===== src/rtl/matrix_frame_ctrl.sv =====
// matrix_frame_ctrl
// Double-buffered row scanner for an 8x8 LED matrix. Each row gets a slot made
// of a short blanking phase followed by a lit phase. Rows are written into a
// back buffer, and a commit publishes that buffer at the next frame boundary.
// Publishing only swaps the front/back roles; no data is copied.

module matrix_frame_ctrl #(
   parameter int DWELL    = 27000,
   parameter int BLANK    = 16,
   parameter int NUM_ROWS = 8
) (
   input  logic       sys_clock,
   input  logic       sys_rst_n,
   input  logic       wr_valid,
   output logic       wr_ready,
   input  logic [2:0] wr_row,
   input  logic [7:0] wr_data,
   input  logic       commit,
   output logic       commit_pending,
   output logic [2:0] row,
   output logic [7:0] col,
   output logic       frame_start
);

   // The phase counter only needs to reach the longer of the two phase lengths.
   localparam int MAX_PHASE = (DWELL > BLANK) ? DWELL : BLANK;
   localparam int CNT_W     = (MAX_PHASE > 1) ? $clog2(MAX_PHASE) : 1;

   localparam logic [CNT_W-1:0] DWELL_LAST = CNT_W'(DWELL - 1);
   localparam logic [CNT_W-1:0] BLANK_LAST = CNT_W'(BLANK - 1);
   localparam logic [2:0]       LAST_ROW   = 3'(NUM_ROWS - 1);
   localparam logic [3:0]       ROW_LIMIT  = 4'(NUM_ROWS);

   typedef enum logic {
      ST_BLANK,
      ST_LIT
   } scan_state_t;

   scan_state_t      state;
   scan_state_t      state_next;
   logic [CNT_W-1:0] cnt;
   logic [CNT_W-1:0] cnt_next;
   logic [2:0]       row_next;
   logic [7:0]       col_next;
   logic             frame_start_next;
   logic             boundary;

   // scan_run is clear after reset. The first edge after release starts a
   // clean row-0 blanking phase and raises frame_start.
   logic             scan_run;

   logic             front_sel;
   logic [7:0]       frame_buf [2][8];
   logic [7:0]       front_row;
   logic             wr_accept;
   logic             wr_in_range;
   logic             swap;

   assign front_row   = frame_buf[front_sel][row];
   assign wr_ready    = ~commit_pending;
   assign wr_accept   = wr_valid & wr_ready;
   assign wr_in_range = ({1'b0, wr_row} < ROW_LIMIT);
   assign swap        = boundary & commit_pending;

   // Next scan state. The column value is computed here so that the column
   // register switches on the same edge as the FSM state and the row.
   always_comb begin
      state_next       = state;
      cnt_next         = cnt + 1'b1;
      row_next         = row;
      col_next         = 8'h00;
      frame_start_next = 1'b0;
      boundary         = 1'b0;
      if (!scan_run) begin
         state_next       = ST_BLANK;
         cnt_next         = '0;
         row_next         = 3'd0;
         frame_start_next = 1'b1;
      end else begin
         case (state)
            ST_BLANK: begin
               if (cnt == BLANK_LAST) begin
                  state_next = ST_LIT;
                  cnt_next   = '0;
                  col_next   = front_row;
               end
            end
            ST_LIT: begin
               col_next = front_row;
               if (cnt == DWELL_LAST) begin
                  state_next = ST_BLANK;
                  cnt_next   = '0;
                  col_next   = 8'h00;
                  if (row == LAST_ROW) begin
                     row_next         = 3'd0;
                     frame_start_next = 1'b1;
                     boundary         = 1'b1;
                  end else begin
                     row_next = row + 3'd1;
                  end
               end
            end
            default: begin
               state_next = ST_BLANK;
               cnt_next   = '0;
            end
         endcase
      end
   end

   // Scan state, row and column registers.
   always_ff @(posedge sys_clock) begin
      if (!sys_rst_n) begin
         state       <= ST_BLANK;
         cnt         <= '0;
         row         <= 3'd0;
         col         <= 8'h00;
         frame_start <= 1'b0;
         scan_run    <= 1'b0;
      end else begin
         state       <= state_next;
         cnt         <= cnt_next;
         row         <= row_next;
         col         <= col_next;
         frame_start <= frame_start_next;
         scan_run    <= 1'b1;
      end
   end

   // Commit handshake and the front index. A swap needs commit_pending to be
   // set before the boundary edge. A commit that arrives in the boundary
   // cycle only arms the swap for the following frame.
   always_ff @(posedge sys_clock) begin
      if (!sys_rst_n) begin
         commit_pending <= 1'b0;
         front_sel      <= 1'b0;
      end else if (swap) begin
         commit_pending <= 1'b0;
         front_sel      <= ~front_sel;
      end else if (commit && !commit_pending) begin
         commit_pending <= 1'b1;
      end
   end

   // Back-buffer writes. They are blocked while a commit is pending because
   // wr_ready is low then. Writes to rows outside the scanned range are
   // accepted but dropped.
   always_ff @(posedge sys_clock) begin
      if (!sys_rst_n) begin
         for (int b = 0; b < 2; b++) begin
            for (int r = 0; r < 8; r++) begin
               frame_buf[b][r] <= 8'h00;
            end
         end
      end else if (wr_accept && wr_in_range) begin
         frame_buf[~front_sel][wr_row] <= wr_data;
      end
   end

endmodule


===== config.mk =====
export PLATFORM = sky130hd
export DESIGN_NAME = matrix_frame_ctrl
export DESIGN_NICKNAME = d
export VERILOG_FILES = /design/src/rtl/matrix_frame_ctrl.sv
export SDC_FILE = /design/constraint.sdc
export NUM_CORES = 1
export LEC_CHECK = 0
export ABC_AREA = 1
export CAP_MARGIN = 30
export CORE_MARGIN = 8
export CORE_UTILIZATION = 50
export CTS_CLUSTER_DIAMETER = 30
export DETAILED_ROUTE_END_ITERATION = 16
export HOLD_SLACK_MARGIN = 0.02
export PLACE_DENSITY = 0.7
export SLEW_MARGIN = 20
export SYNTH_ARGS = -nofsm -noshare
export SYNTH_HDL_FRONTEND = slang
export SYNTH_SLANG_ARGS = --single-unit

===== constraint.sdc =====
create_clock -name sys_clock -period 1.6 [get_ports sys_clock]
set_clock_uncertainty 0.1 [all_clocks]
set_input_delay 0.24 -clock sys_clock [delete_from_list [all_inputs] [get_ports sys_clock]]
set_output_delay 0.24 -clock sys_clock [all_outputs]
set_load 0.005 [all_outputs]

# After elaboration in Yosys (flattened, before gate mapping)
# Memory sizes are Yosys's and may differ from the RTL's. A register that Yosys moved wholly into a read port is not among the register bits.
# Index checks and enable logic that the tools add are counted.
[classes] n_reduce_logical=7 multipliers=0 bitwise_logic=8 n_mux=30 shift=0 div_mod_pow=0 n_lt_le_gt_ge=3 n_addsub=2 eq_ne=3
[op_table] operator="$mux W64" count=3
[op_table] operator="$reduce_or A64 Y1" count=1
[op_table] operator="$mux W8" count=5
[op_table] operator="$mux W15" count=2
[op_table] operator="$pmux W15 S2" count=1
[op_table] operator="$bmux W8 S3" count=1
[op_table] operator="$demux W8 S3" count=1
[op_table] operator="$pmux W8 S2" count=1
[op_table] operator="$add A15 B1 Y15 const B" count=1
[op_table] operator="$eq A15 B15 Y1 const B" count=1
[op_table] operator="$eq A15 B4 Y1 const B" count=1
[op_table] operator="$mux W1" count=14
[op_table] operator="$ge A4 B4 Y1 const B" count=2
[op_table] operator="$not A3 Y4" count=2
[op_table] operator="$lt A4 B1 Y1 const B" count=1
[op_table] operator="$not A1 Y1" count=4
[op_table] operator="$reduce_and A2 Y1" count=2
[op_table] operator="$add A3 B1 Y3 const B" count=1
[op_table] operator="$eq A3 B3 Y1 const B" count=1
[op_table] operator="$mux W3" count=1
[op_table] operator="$and A1 B1 Y1" count=2
[op_table] operator="$logic_and A1 B1 Y1" count=2
[op_table] operator="$pmux W1 S2" count=1
[op_table] operator="$reduce_or A2 Y1" count=1
[op_table] operator="$logic_not A1 Y1" count=1
[word_totals] rom_bits=0 ram_bits=128 memories=1 latchBits=0 regBits=31
[memory_table] memory="frame_buf" depth=2 word_bits=64 rd=1 rd_ports_with_merged_regs=1 write_ports=2 line_no="53" text="logic [7:0] frame_buf [2][8];"

# Logic depth before layout (Yosys ltp)
[logic_depth] depth_word=8 ltp_mapped=10

# Worst setup path before layout
# OpenSTA, ideal clock, no wires.
[synth_timing] path_kind="register to register" start="register commit_pending" end="memory frame_buf[1][0] (netlist bit), enable pin" arrival_ps=1297 slack_ps=-167 stages_incl_launch_ff=6 setup_time_ps=370 n_path_buf=1 cell_sequence="dfxtp_1 inv_2 nand3_1 clkbuf_1 nor2_1 nor2_1"
[synth_lines] element="from (decl)" line_no="19" text="output logic commit_pending,"
[synth_lines] element="from (signal assigned)" line_no="135" text="commit_pending <= 1'b0;"
[synth_lines] element="from (signal assigned)" line_no="138" text="commit_pending <= 1'b0;"
[synth_lines] element="from (signal assigned)" line_no="141" text="commit_pending <= 1'b1;"
[synth_lines] element="to (decl)" line_no="53"

==> impl_metrics.tcl <==
set metrics [dict create \
    yosysWarnings 0 \
    antenna_found_initial 0 \
    post_drt_wl_per_cell_um 19.2 \
    clk_pin_slew_ps 60 \
    worstPathArrival_ps 1670 \
    nets 862 \
    grt_setup_unrepaired "true" \
    finalSetupViolCount 49 \
    netlist_area_um2 7150 \
    dpl_cell_area_um2 8330 \
    timing.final.hold_violations 0 \
    cpMaxStageDelayCell "nor4_4" \
    gp_congestion 0.929 \
    fmax_mhz 613 \
    synthFlopType "edfxtp_1" \
    period_share_pct 102 \
    vias 5820 \
    dp_hpwl_mm 13.2 \
    numCtsBuffers 17 \
    start_util_pct 51.3 \
    fp.dieW_um 136 \
    vias_per_cell 5.61 \
    drv_slew 0 \
    postSynthCellCount 732 \
    path_cells "inv_2 -> nand3_4 -> nor4_4 -> buf_4 -> nand2_4 -> nand2_4" \
    p_leak_nw 3.76 \
    grt_max_degree 57 \
    dr.first_iter.drc_count 788 \
    crit_type "reg2reg" \
    route.detailed.drc 0 \
    cts_root_buf "clkbuf_16" \
    post-route-util_pct 67.1 \
    area_delta_synth_final_pct 30.8 \
    cellPowerDensity_nw_per_um2 1000 \
    syn-num-nets 750 \
    seq_area_frac_synth_pct 62.7 \
    startpoint_type "flop" \
    path_max_fanout 8 \
    fin_crit_ps 1630 \
    crit_path_frequent_cell "nand2_4" \
    rows 43 \
    dieHeight_um 136 \
    cts_tree "yes" \
    critPathTopFamily "simple AND/OR/NAND/NOR gates" \
    setup_slack_ps -31.8 \
    hold_slack_ps 269 \
    ant_nets 0 \
    port_buffers 28 \
    status "finished with violations" \
    n_antenna_cell 0 \
    cp.required_ps 1630 \
    worst-path-buf-inv 2 \
    grt_overflow 0 \
    dp_cells 999 \
    syn_area_per_cell_um2 9.77 \
    grt_util_all_layers_pct 21.5 \
    slew_headroom_pct 66.6 \
    clock-sinks 160 \
    synthArstFlopShare_pct 0 \
    clock_latency_ps 430 \
    cts_max_level 4 \
    synth_edf_count 128 \
    fin_tns_setup_ps -1020 \
    fin_area_um2 9350 \
    synth_cell_types 34 \
    wirelength_mm 19.9 \
    grt_pass1_vias 5507 \
    cp-end-kind "flop" \
    hp-class "in2reg" \
    violations "negative setup slack" \
    ys_seq_elements 160 \
    drive_gt1_share_pct 23.6 \
    cts_buffer_depth 2 \
    worst_pin_slew_ps 501 \
    fp.coreArea_um2 13900 \
    die-area_um2 18400 \
    final_cells 1037 \
    num_io_pins 29 \
    peakVddDrop_mv 0.829 \
    grt_pass1_wl_mm 29.3 \
    drt_pass1_iterations 5 \
    cpPeakStageDelay_ps 360 \
    max_cap_violations 0 \
]
[final timing paths]
check,start,to,slack (ps),depth (start not counted)
worst max-delay path,commit_pending,frame_buf[1][63],-30,6
worst min-delay path,sys_rst_n,frame_start,270,4
worst max register to register,commit_pending,frame_buf[1][63],-30,6
worst min register to register,row[1],row[1],380,2
[worst min-delay path: cells and delay by family]
family                 cells  cell delay, ps
buffers and inverters      3             480
AOI/OAI and AO/OA          1              40
[report_power, final]
group / internal, mW / switching [mW] / leakage [nW]
clock: 2.43 / 1.58 / 0.284
combinational: 0.209 / 0.348 / 1.93
sequential: 4.71 / 0.0720 / 1.54
[Yosys cell counts (2+ instances only)]
library cell  count  share of area, %
edfxtp_1        128                54
nor2_1          122               6.4
buf_2            16               1.1
o21ai_1           2              0.14
nand2_1          99               5.2
inv_2             5              0.26
nand2_2           2              0.18
clkinv_1          2              0.11
xor2_1            7              0.86
nor2_2            2              0.18
o211ai_1         41               4.3
o21ai_0          27               1.9
nand3_2           3              0.42
nand4_1           3              0.26
a21oi_1          34               2.4
inv_1           116               6.1
clkbuf_1          8              0.42
dfxtp_1          32               9.0
nor3_1           10              0.70
nand3_1          57               4.0
ha_1              3              0.53
[cell families after synthesis]
kind of cell / after synthesis / share of synthesized area, %
simple gates: 304 / 18.2
flops: 160 / 62.7
buf+inv: 150 / 8.31
compound gates: 108 / 9.36
xor+xnor: 7 / 0.858
fa+ha+maj: 3 / 0.525
[cell usage in the layout, fill, tap and decap left out, drive strengths merged, types with 13 or more instances in the layout]
master         count
o21ai             30
a21oi             35
edfxtp           128
buf               89
inv              121
nor2             125
nand3             60
o211ai            41
clkdlybuf4s50     13
nand2            101
dfxtp             32
clkbuf            24
[repair_timing]
action | in CTS | in global routing
pin swaps | 6 | 18
setup endpoints to repair | 149 | 148
hold endpoints to repair | 0 | 0
resized for setup | 38 | 83
cloned | 0 | 3
hold buffers | 0 | 0
buffers inserted | 0 | 8
[per-stage QoR]
stage / setup slack, ps / power (mW)
detailed placement: -728 / 5.38
finish: -31.8 / 9.35
global placement: -758 / 5.36
global route: -81.3 / 9.58
CTS: 1.58 / 9.35
floorplan: -57.8 / 5.06
[cell type report]
class	count	area, um^2
flip-flops and latches	160	4500
multi-input cells	422	2420
repair buffers	120	1160
fillers	986	4580
clock inverters	12	143
well taps	180	225
clock buffers	20	437
inverters	123	464
[flip-flops by register name, indices dropped and copies added, names as in the netlist, named ones only]
name            count
cnt                15
col                 8
commit_pending      1
frame_buf         128
frame_start         1
front_sel           1
row                 3
scan_run            1
state               1
[routing by layer]
metal  up-vias  track usage (%)  wire length [um]
met1      2786             26.8              7890
li1       2674                -                 -
met2       303             34.7              9600
met5         -                0                 0
met4         0             11.4               705
met3        57             3.97              1710
Power figures use the tool's default switching activity.
